### src/rtl/regfile_ctrl_if.sv
// Instruction handshake plus register-set read/write bus between decode,
// the sequencing controller and the 4-entry register set.
interface regfile_ctrl_if #(
   parameter int DATA_W = 5,
   parameter int ADDR_W = 2
);
   // instruction handshake from decode
   logic              in_valid;
   logic              in_ready;
   logic [2:0]        op;
   logic [ADDR_W-1:0] dst;
   logic [ADDR_W-1:0] src1;
   logic [ADDR_W-1:0] src2;
   logic [DATA_W-1:0] imm;
   // register-set read ports (a/b are combinational from Ra/Rb)
   logic [ADDR_W-1:0] Ra;
   logic [ADDR_W-1:0] Rb;
   logic [DATA_W-1:0] a;
   logic [DATA_W-1:0] b;
   // register-set write port
   logic [ADDR_W-1:0] Wr;
   logic [DATA_W-1:0] Wrd;
   logic              reg_en;
   // completion status
   logic              done;
   logic [DATA_W-1:0] result;
   logic              zero;
   logic              carry;

   // controller side
   modport master (
      input  in_valid, op, dst, src1, src2, imm, a, b,
      output in_ready, Ra, Rb, Wr, Wrd, reg_en, done, result, zero, carry
   );

   // decode / register-set side
   modport slave (
      output in_valid, op, dst, src1, src2, imm, a, b,
      input  in_ready, Ra, Rb, Wr, Wrd, reg_en, done, result, zero, carry
   );
endinterface

### src/rtl/regfile_ctrl.sv
// Sequencing controller for the register set: accepts one instruction,
// reads two operands, runs a small ALU and writes the result back.
// Fixed IDLE -> READ -> EXEC -> WRITE cycle, 4 clocks per instruction.
module regfile_ctrl #(
   parameter int DATA_W = 5,
   parameter int ADDR_W = 2
) (
   input  logic           clk,
   input  logic           rst,
   regfile_ctrl_if.master bus
);

   typedef enum logic [1:0] {IDLE, READ, EXEC, WRITE} state_t;

   typedef enum logic [2:0] {
      OP_ADD  = 3'b000,
      OP_SUB  = 3'b001,
      OP_AND  = 3'b010,
      OP_OR   = 3'b011,
      OP_LDI  = 3'b100,
      OP_MOV  = 3'b101,
      OP_NOP0 = 3'b110,
      OP_NOP1 = 3'b111
   } op_t;

   state_t            state_q, state_d;
   op_t               op_q;
   logic [ADDR_W-1:0] dst_q, src1_q, src2_q, wr_q;
   logic [DATA_W-1:0] imm_q, a_q, b_q, result_q, wrd_q;
   logic              zero_q, carry_q;
   // low through reset and the first edge after it, so in_ready stays low until then
   logic              armed_q;

   logic              in_ready, reg_en, done, accept;
   logic [DATA_W:0]   sum;
   logic [DATA_W-1:0] alu_res;
   logic              alu_carry, alu_flags;

   // State register; reset returns to IDLE at once, dropping any in-flight instruction
   always_ff @(posedge clk or posedge rst) begin
      // NOTE: sequential state uses non-blocking assignments so every flop samples pre-edge values.
      if (rst) state_q <= IDLE;
      else     state_q <= state_d;
   end

   // Next-state logic plus the handshake and write strobes decoded from state
   always_comb begin
      // NOTE: every output gets a default first, so no branch can leave one unassigned (no latch).
      state_d  = state_q;
      in_ready = 1'b0;
      reg_en   = 1'b0;
      done     = 1'b0;
      unique case (state_q)
         IDLE: begin
            in_ready = armed_q;
            if (armed_q && bus.in_valid) state_d = READ;
         end
         READ:  state_d = EXEC;
         EXEC:  state_d = WRITE;
         WRITE: begin
            reg_en  = (op_q != OP_NOP0) && (op_q != OP_NOP1);
            done    = 1'b1;
            state_d = IDLE;
         end
      endcase
   end

   assign accept = in_ready & bus.in_valid;

   // ALU on the captured operands; NOP/LDI/MOV leave the flags alone
   always_comb begin
      sum       = {1'b0, a_q} + {1'b0, b_q};
      alu_res   = result_q;
      alu_carry = carry_q;
      alu_flags = 1'b0;
      case (op_q)
         OP_ADD: begin
            alu_res   = sum[DATA_W-1:0];
            alu_carry = sum[DATA_W];
            alu_flags = 1'b1;
         end
         OP_SUB: begin
            alu_res   = a_q - b_q;
            alu_carry = (a_q < b_q);
            alu_flags = 1'b1;
         end
         OP_AND: begin
            alu_res   = a_q & b_q;
            alu_carry = 1'b0;
            alu_flags = 1'b1;
         end
         OP_OR: begin
            alu_res   = a_q | b_q;
            alu_carry = 1'b0;
            alu_flags = 1'b1;
         end
         OP_LDI:  alu_res = imm_q;
         OP_MOV:  alu_res = a_q;
         default: ;
      endcase
   end

   // Instruction latch, operand capture, result/flag and write-port registers
   always_ff @(posedge clk or posedge rst) begin
      if (rst) begin
         armed_q  <= 1'b0;
         op_q     <= OP_ADD;
         dst_q    <= '0;
         src1_q   <= '0;
         src2_q   <= '0;
         imm_q    <= '0;
         a_q      <= '0;
         b_q      <= '0;
         result_q <= '0;
         zero_q   <= 1'b0;
         carry_q  <= 1'b0;
         wr_q     <= '0;
         wrd_q    <= '0;
      end else begin
         armed_q <= 1'b1;
         if (accept) begin
            op_q   <= op_t'(bus.op);
            dst_q  <= bus.dst;
            src1_q <= bus.src1;
            src2_q <= bus.src2;
            imm_q  <= bus.imm;
         end
         if (state_q == READ) begin
            a_q <= bus.a;
            b_q <= bus.b;
         end
         if (state_q == EXEC) begin
            // Wr/Wrd are loaded here so they are valid for all of WRITE and hold afterwards
            result_q <= alu_res;
            wrd_q    <= alu_res;
            wr_q     <= dst_q;
            if (alu_flags) begin
               zero_q  <= (alu_res == '0);
               carry_q <= alu_carry;
            end
         end
      end
   end

   assign bus.in_ready = in_ready;
   assign bus.Ra       = src1_q;
   assign bus.Rb       = src2_q;
   assign bus.Wr       = wr_q;
   assign bus.Wrd      = wrd_q;
   assign bus.reg_en   = reg_en;
   assign bus.done     = done;
   assign bus.result   = result_q;
   assign bus.zero     = zero_q;
   assign bus.carry    = carry_q;

endmodule

### src/flat_wrapper.sv
// flat-port wrapper written by rule: the top's interface ports become plain ports
module regfile_ctrl_flat 
#(
   parameter int DATA_W = 5,
   parameter int ADDR_W = 2
)
  (clk, rst, bus_in_valid, bus_op, bus_dst, bus_src1, bus_src2, bus_imm, bus_a, bus_b, bus_in_ready, bus_Ra, bus_Rb, bus_Wr, bus_Wrd, bus_reg_en, bus_done, bus_result, bus_zero, bus_carry);
  regfile_ctrl_if #(.DATA_W(DATA_W), .ADDR_W(ADDR_W)) bus_i ();
  input  logic clk;
  input  logic rst;
  input wire logic [$bits(bus_i.in_valid)-1:0] bus_in_valid;
  input wire logic [$bits(bus_i.op)-1:0] bus_op;
  input wire logic [$bits(bus_i.dst)-1:0] bus_dst;
  input wire logic [$bits(bus_i.src1)-1:0] bus_src1;
  input wire logic [$bits(bus_i.src2)-1:0] bus_src2;
  input wire logic [$bits(bus_i.imm)-1:0] bus_imm;
  input wire logic [$bits(bus_i.a)-1:0] bus_a;
  input wire logic [$bits(bus_i.b)-1:0] bus_b;
  output wire logic [$bits(bus_i.in_ready)-1:0] bus_in_ready;
  output wire logic [$bits(bus_i.Ra)-1:0] bus_Ra;
  output wire logic [$bits(bus_i.Rb)-1:0] bus_Rb;
  output wire logic [$bits(bus_i.Wr)-1:0] bus_Wr;
  output wire logic [$bits(bus_i.Wrd)-1:0] bus_Wrd;
  output wire logic [$bits(bus_i.reg_en)-1:0] bus_reg_en;
  output wire logic [$bits(bus_i.done)-1:0] bus_done;
  output wire logic [$bits(bus_i.result)-1:0] bus_result;
  output wire logic [$bits(bus_i.zero)-1:0] bus_zero;
  output wire logic [$bits(bus_i.carry)-1:0] bus_carry;
  assign bus_i.in_valid = bus_in_valid;
  assign bus_i.op = bus_op;
  assign bus_i.dst = bus_dst;
  assign bus_i.src1 = bus_src1;
  assign bus_i.src2 = bus_src2;
  assign bus_i.imm = bus_imm;
  assign bus_i.a = bus_a;
  assign bus_i.b = bus_b;
  assign bus_in_ready = bus_i.in_ready;
  assign bus_Ra = bus_i.Ra;
  assign bus_Rb = bus_i.Rb;
  assign bus_Wr = bus_i.Wr;
  assign bus_Wrd = bus_i.Wrd;
  assign bus_reg_en = bus_i.reg_en;
  assign bus_done = bus_i.done;
  assign bus_result = bus_i.result;
  assign bus_zero = bus_i.zero;
  assign bus_carry = bus_i.carry;
  regfile_ctrl #(.DATA_W(DATA_W), .ADDR_W(ADDR_W)) u_core (.clk(clk), .rst(rst), .bus(bus_i));
endmodule
### config.mk
export PLATFORM = sky130hd
export DESIGN_NAME = regfile_ctrl_flat
export DESIGN_NICKNAME = d
export VERILOG_FILES = /design/src/rtl/regfile_ctrl_if.sv /design/src/rtl/regfile_ctrl.sv /design/src/flat_wrapper.sv
export SDC_FILE = /design/constraint.sdc
export NUM_CORES = 1
export LEC_CHECK = 0
export BUFFER_PORTS_ARGS = -buffer_cell sky130_fd_sc_hd__clkbuf_2
export CORE_ASPECT_RATIO = 1.4
export CORE_MARGIN = 3
export CORE_UTILIZATION = 30
export DETAILED_ROUTE_END_ITERATION = 16
export SLEW_MARGIN = 20
export SYNTH_ARGS = -nofsm -noshare
export SYNTH_HDL_FRONTEND = slang
export SYNTH_SLANG_ARGS = --single-unit
export TNS_END_PERCENT = 50
### constraint.sdc
create_clock -name clk -period 4.3 [get_ports clk]
set_input_delay 0.645 -clock clk [delete_from_list [all_inputs] [get_ports clk]]
set_output_delay 0.645 -clock clk [all_outputs]
set_load 0.01 [all_outputs]
==> summary.txt, run 1 <==
HPWL after DPL -> 3700 um
Cell variety after synth -> 44
routed len/inst -> 13.34 um
critical path arrival -> 2550 ps
Clock transition at path regs -> 80 ps
filler instances -> 742
worst clock skew -> 10.56 ps
worst path bufs/invs -> 2
Worst path max stage delay -> 380 ps
relative slew slack -> 0.4746
post-synth top area share -> 0.4086
area leader, netlist -> dfrtp_1
CTS hold repair buffers -> 0
RSZ-0062 raised after global routing -> no
total gr overflow -> 0
first-pass GRT wire length -> 8017 um
postcts setup bufs -> 0
placed cell areas -> 0.002479 mm^2
reg-to-reg endpoint -> u_core.bus.result[4]$_DFFE_PP0P_
CP Cell Sequence -> inv_1 -> ha_1 -> inv_1 -> fa_1 -> nor3b_2 -> nor3_2 -> xor2_1 -> a31oi_1 -> a211oi_2 -> mux2_2
Seq pwr share -> 0.324
vias in the first global route -> 1710
Yosys reg bits -> 36
P_leak -> 1.233 nW
Psw -> 0.9098 mW
CP startpoint kind -> flop
Post-Syn Nets -> 267
FF-to-FF path depth -> 10
Post-Route Setup TNS -> 0 ps
Initial DRC Count -> 100
worst-margin pin slew -> 788.1 ps
via-per-instance ratio -> 4.619
Ports -> 48
final worst path period share -> 0.5396
Clock power frac -> 0.138
row cnt -> 36
CP max-delay cell -> dfrtp_1
Yosys warning total -> 0
VDD IR-drop max -> 0.3971 mV
post-place setup slack -> 1958 ps
Worst Path Required -> 4530 ps
async set or reset register ratio after synthesis -> 1.000
top post-synthesis cells by area -> dfrtp_1 (41%), ha_1 (11%), mux2_2 (9.7%)
RePlAce Congestion -> 0.7820
final wirelength -> 4723 um
clock root buffer -> clkbuf_8
starting density of the core -> 0.3117
R2R setup slack -> 1980 ps
core area -> 0.007072 mm^2
Post-route DRC -> 0
synthesis-to-finish area growth -> 17.31%
sw frac -> 0.4306
total clock sinks -> 36
CP Max Fanout -> 4
Syn Std Cell Area -> 0.002205 mm^2
Peak Freq -> 431.0 MHz
initial antenna violation count -> 0
share of cells above drive strength 1 -> 0.3127
Post-layout nets -> 307
most used cell, CP -> inv_1
H-Tree Depth -> 2
combinational share of power -> 0.538
final hold vios -> 0
final core utilization -> 0.3657
antenna cell count -> 0
DR vias -> 1635
CTS tree -> yes
worst skew pair latency -> 290 ps
sequential element share of the synthesized area -> 0.4086
largest net degree at the start of global routing -> 37
Internal -> 1.203 mW
Pwr Density -> 816.9 mW/mm^2
CP endpoint kind -> flop
Setup Crit Path Kind -> flop to flop
detailed-router iteration count before antenna repair -> 5
post-layout instance area -> 0.002586 mm^2
total CTS buffers -> 5
Pins Over Slew Limit -> 0
mean post-synth cell area -> 10.11 um^2
GRT Total Usage -> 0.1205
post-synthesis cell count -> 218
post-CTS sizing -> 0
ANT nets after route -> 0
Hold Path Class -> input pin to async pin
final worst slack -> 1980 ps
Die Height -> 107.4 um
Port-buffer cells -> 47
Reg2Reg Launch Point -> u_core.a_q[0]$_DFFE_PP0N_
Main synth FF type -> dfrtp_1
Post-synth EDFFs -> 0
minimum clock period -> 2320 ps
status -> finished, final reports clean
cell family with most CP delay -> adder cells
Die X -> 78.45 um
max-cap check violation count -> 0
Setup-failing EPs final -> 0
die area -> 0.008428 mm^2
Pwr Total -> 2.113 mW
CTS Buffer Depth -> 2
[routing by layer]
layer / wire (um) / global-route usage / part of all wire / vias up
met2: 2550 / 0.2224 / 0.54 / 30
met3: 151 / 0.02345 / 0.032 / 4
li1: - / - / - / 818
met5: 0 / 0 / 0 / -
met1: 1974 / 0.1363 / 0.42 / 783
met4: 48 / 0.04250 / 0.010 / 0
[worst reg2reg max path: cells and delay by family (launching register included)]
family          cells  cell delay (ps)
flops               1              380
buf+inv             2              170
compound gates      2              420
xor+xnor            1              230
simple gates        2              340
fa+ha+maj           2              540
mux                 1              200
[cell usage in the layout, fill, tap and decap left out, types with 4 or more instances in the layout]
cell      count
nor2b_1       6
inv_1        18
a21oi_1      15
nor2_1        9
mux2_2       19
o21ai_0      16
clkbuf_8      5
clkbuf_2     47
a31oi_1       4
ha_1         20
dfrtp_1      36
nand2_1      17
[final cells by class]
| cell class | count | area (um^2) | area share |
|---|---|---|---|
| clock inverters | 2 | 35.03 | 0.01355 |
| inverters | 18 | 67.56 | 0.02612 |
| flip-flops and latches | 36 | 900.9 | 0.3483 |
| clock buffers | 6 | 72.57 | 0.02806 |
| well taps | 95 | 118.9 | 0.04596 |
| multi-input cells | 149 | 1149 | 0.4441 |
| repair buffers | 48 | 242.7 | 0.09386 |
[worst max path at each step]
stage               cells after the start  slack [ps]                 startpoint                                to
floorplan                              10        2100  u_core.a_q[0]$_DFFE_PP0N_       u_core.bus.zero$_DFFE_PP0P_
global placement                       10        2010  u_core.a_q[0]$_DFFE_PP0N_       u_core.bus.zero$_DFFE_PP0P_
detailed placement                     10        1960  u_core.a_q[0]$_DFFE_PP0N_  u_core.bus.result[4]$_DFFE_PP0P_
CTS                                    10        1950  u_core.a_q[0]$_DFFE_PP0N_  u_core.bus.result[4]$_DFFE_PP0P_
global route                           10        1770  u_core.a_q[0]$_DFFE_PP0N_  u_core.bus.result[4]$_DFFE_PP0P_
finish                                 10        1980  u_core.a_q[0]$_DFFE_PP0N_  u_core.bus.result[4]$_DFFE_PP0P_
[cell usage after synthesis (all sizes together), types with 2 or more instances]
cell / count
a21oi: 15
a22oi: 2
a31oi: 4
and2: 2
buf: 10
clkbuf: 5
dfrtp: 36
fa: 2
ha: 20
inv: 18
mux2: 20
mux2i: 3
nand2: 17
nand2b: 3
nand3: 2
nand3b: 2
nor2: 9
nor2b: 6
nor3: 3
o21a: 2
o21ai: 18
o21bai: 2
[sequential cells by signal, summed over array words and instances (netlist names), 3 cells and up]
| register | count |
|---|---|
| u_core.a_q | 5 |
| u_core.b_q | 5 |
| u_core.bus.result | 5 |
| u_core.imm_q | 5 |
| u_core.op_q | 3 |
[through the flow]
step / std cells / hold WS [ps]
5_1_grt: 354 / 491.1
6_report: 354 / 438.2
3_5_place_dp: 346 / 497.5
2_1_floorplan: 218 / 471.9
4_1_cts: 354 / 449.7
3_3_place_gp: 346 / 483.2
[logic make-up (layout without fill, tap and decap cells)]
logic type,Yosys count,count (layout),synth area share
xor gates and xnor gates,2,2,0.007947
DFF,36,36,0.4086
muxes,23,23,0.1158
and+or+nand+nor,48,48,0.1101
adders and majority gates,22,22,0.1317
buffers and inverters,33,74,0.07038
other,1,1,0.001701
AOI/OAI and AO/OA,53,53,0.1538
[power by group through the flow]
stage | Combinational (mW) | Sequential, mW | Clock, mW
after floorplan | 0.937 | 0.627 | 0
after CTS | 1.16 | 0.689 | 0.302
after detailed placement | 1.15 | 0.697 | 0
after global routing | 1.31 | 0.719 | 0.313
final | 1.14 | 0.684 | 0.292
after global placement | 1.14 | 0.685 | 0
No activity file was read; power rests on OpenSTA's default activity.
==> run 2, diff against run 1 <==
clock period = 2.35 ns   (was 4.3 ns; I/O delays follow)
==> summary.txt, run 2 (synthesis gave the netlist of run 1 again) <==
status -> finished, final reports clean
GR Util met1 -> 0.1321 (-0.004211)
cell family with most CP delay -> adder cells
gr busiest metal -> met2
Worst path max stage delay -> 400 ps (+20 ps)
Pins Over Slew Limit -> 0 (unchanged)
Setup-failing EPs final -> 0 (unchanged)
Hold Path Class -> input pin to async pin
CP startpoint kind -> flop
combinational share of power -> 0.563 (+0.025)
CP Cell Sequence -> inv_2 -> ha_4 -> inv_1 -> fa_2 -> nor3b_2 -> nor3_2 -> xor2_1 -> a31oi_1 -> a211oi_2 -> mux2_4
via-per-instance ratio -> 4.693 (+1.6%)
final worst slack -> 158.6 ps (-1821 ps)
P_leak -> 1.243 nW (+0.83%)
Internal -> 2.149 mW (+79%)
CP Max Fanout -> 3 (-1)
most frequent cells in the layout -> clkbuf_2 (47), dfrtp_1 (36), ha_1 (19)
max-cap check violation count -> 0 (unchanged)
starting density of the core -> 0.3117 (unchanged)
total CTS buffers -> 5 (unchanged)
met2 Usage GRT -> 0.2328 (+0.01042)
largest net degree at the start of global routing -> 37 (unchanged)
reg-to-reg endpoint -> u_core.bus.result[4]$_DFFE_PP0P_
Seq pwr share -> 0.322 (-0.002)
initial antenna violation count -> 0 (unchanged)
post-place setup slack -> 9.348 ps (-1949 ps)
Setup Crit Path Kind -> flop to flop
Post-Route Setup TNS -> 0 ps (unchanged)
HPWL after DPL -> 3775 um (+2.0%)
RePlAce Congestion -> 0.7587 (-3.0%)
Crit. Startpoint -> u_core.a_q[0]$_DFFE_PP0N_
sw frac -> 0.4446 (+0.01394)
Post-layout nets -> 311 (+1.3%)
CP endpoint kind -> flop
CTS Buffer Depth -> 2 (unchanged)
total clock sinks -> 36 (unchanged)
R2R setup slack -> 160 ps (-1820 ps)
filler instances -> 749 (+0.94%)
worst path bufs/invs -> 2 (unchanged)
final wirelength -> 4779 um (+1.2%)
CP max-delay cell -> dfrtp_1
Clock power frac -> 0.116 (-0.022)
GRT Total Usage -> 0.1223 (+0.001762)
Die Height -> 107.4 um (unchanged)
critical path arrival -> 2430 ps (-120 ps)
share of cells above drive strength 1 -> 0.3384 (+0.02566)
row cnt -> 36 (unchanged)
Ports -> 48 (unchanged)
Psw -> 1.720 mW (+89%)
H-Tree Depth -> 2 (unchanged)
core area -> 0.007072 mm^2 (unchanged)
Die X -> 78.45 um (unchanged)
die area -> 0.008428 mm^2 (unchanged)
Port-buffer cells -> 47 (unchanged)
Pwr Density -> 1478 mW/mm^2 (+81%)
worst clock skew -> 9.102 ps (-1.456 ps)
total gr overflow -> 0 (unchanged)
VDD IR-drop max -> 0.8605 mV (+120%)
clock root buffer -> clkbuf_8
DR vias -> 1680 (+2.8%)
Initial DRC Count -> 62 (-38%)
final hold vios -> 0 (unchanged)
worst skew pair latency -> 290 ps (about the same)
Reg2Reg Launch Point -> u_core.a_q[0]$_DFFE_PP0N_
routed len/inst -> 13.35 um (about the same)
relative slew slack -> 0.5646 (+0.08999)
Global Route met3 Usage -> 0.02010 (-0.003350)
vias in the first global route -> 1765 (+3.2%)
antenna cell count -> 0 (unchanged)
Clock transition at path regs -> 80 ps (about the same)
Peak Freq -> 456.3 MHz (+5.9%)
synthesis-to-finish area growth -> 18.73%
CTS tree -> yes
detailed-router iteration count before antenna repair -> 4 (-1)
first-pass GRT wire length -> 8121 um (+1.3%)
Post-route DRC -> 0 (unchanged)
FF-to-FF path depth -> 10 (unchanged)
minimum clock period -> 2191 ps (-128.8 ps)
most common cell after layout, fill and taps aside -> clkbuf_2
Worst Path Required -> 2590 ps (-1940 ps)
ANT nets after route -> 0 (unchanged)
RSZ-0062 raised after global routing -> no
final worst path period share -> 0.9325 (+0.3929)
worst-margin pin slew -> 653.1 ps (-135.0 ps)
[run 2: cell types whose count changed in the layout (fill, tap and decap cells not counted), sizes merged]
| cell | delta |
|---|---|
| bufinv | -1 |
| clkbuf | -1 |
| inv | +1 |
| buf | +4 |
| clkinvlp | +1 |
[run 2: how the worst max path moves through the flow]
stage                                             endpoint  slack (ps)  depth (start not counted)
after floorplan                u_core.bus.zero$_DFFE_PP0P_         150                         10
after global placement         u_core.bus.zero$_DFFE_PP0P_          60                         10
after detailed placement       u_core.bus.zero$_DFFE_PP0P_           9                         10
after CTS                 u_core.bus.result[4]$_DFFE_PP0P_          40                         10
after global routing      u_core.bus.result[4]$_DFFE_PP0P_           1                         10
final                     u_core.bus.result[4]$_DFFE_PP0P_         160                         10
[run 2: worst reg2reg max path, stage by stage (launching register included)]
cell and delay (ps):
dfrtp_1 400, inv_2 90, ha_4 130, inv_1 50, fa_2 330, nor3b_2 160, nor3_2 120, xor2_1 230
a31oi_1 130, a211oi_2 320, mux2_4 190
[run 2: repair_timing]
action	4_1_cts	5_1_grt
setup buffers	0	1
setup endpoints to repair	1	2
gates resized for setup	0	5
pin swaps	1	4
hold buffers	0	0
cloned	0	0
hold endpoints to repair	0	0
[run 2: area by class of cell]
class | count | area [um^2] | area share
clock buffer | 5 | 68.82 | 0.02629
clock inverter | 3 | 21.27 | 0.008126
inverter | 18 | 67.56 | 0.02581
multi-input combinational | 149 | 1167 | 0.4460
sequential | 36 | 900.9 | 0.3442
tap | 95 | 118.9 | 0.04541
timing repair buffer | 52 | 272.8 | 0.1042
[run 2: through the flow]
step / power, mW / cell area (um^2) / hold slack (ps) / std cells / utilization
2_1_floorplan: 2.861 / 2205 / 469.3 / 218 / -
3_3_place_gp: 3.363 / 2501 / 461.9 / 349 / 0.3537
3_5_place_dp: 3.411 / 2501 / 486.7 / 349 / 0.3537
4_1_cts: 3.873 / 2591 / 166.0 / 357 / 0.3664
5_1_grt: 4.278 / 2618 / 183.3 / 358 / 0.3701
6_report: 3.868 / 2618 / 146.4 / 358 / 0.3701
[run 2: routing by layer]
layer  vias up  wire length [um]  part of all wire
met1       814              1894              0.40
met3         7               149             0.031
li1        824                 -                 -
met2        35              2645              0.55
met4         0                89             0.019
met5         -                 0                 0
[run 2: power by group through the flow]
stage          clock (mW)  combinational [mW]  sequential (mW)
3_3_place_gp            0                2.13             1.24
6_report            0.447                2.18             1.24
4_1_cts             0.464                2.16             1.25
5_1_grt             0.493                2.48             1.30
3_5_place_dp            0                2.15             1.26
2_1_floorplan           0                1.71             1.15
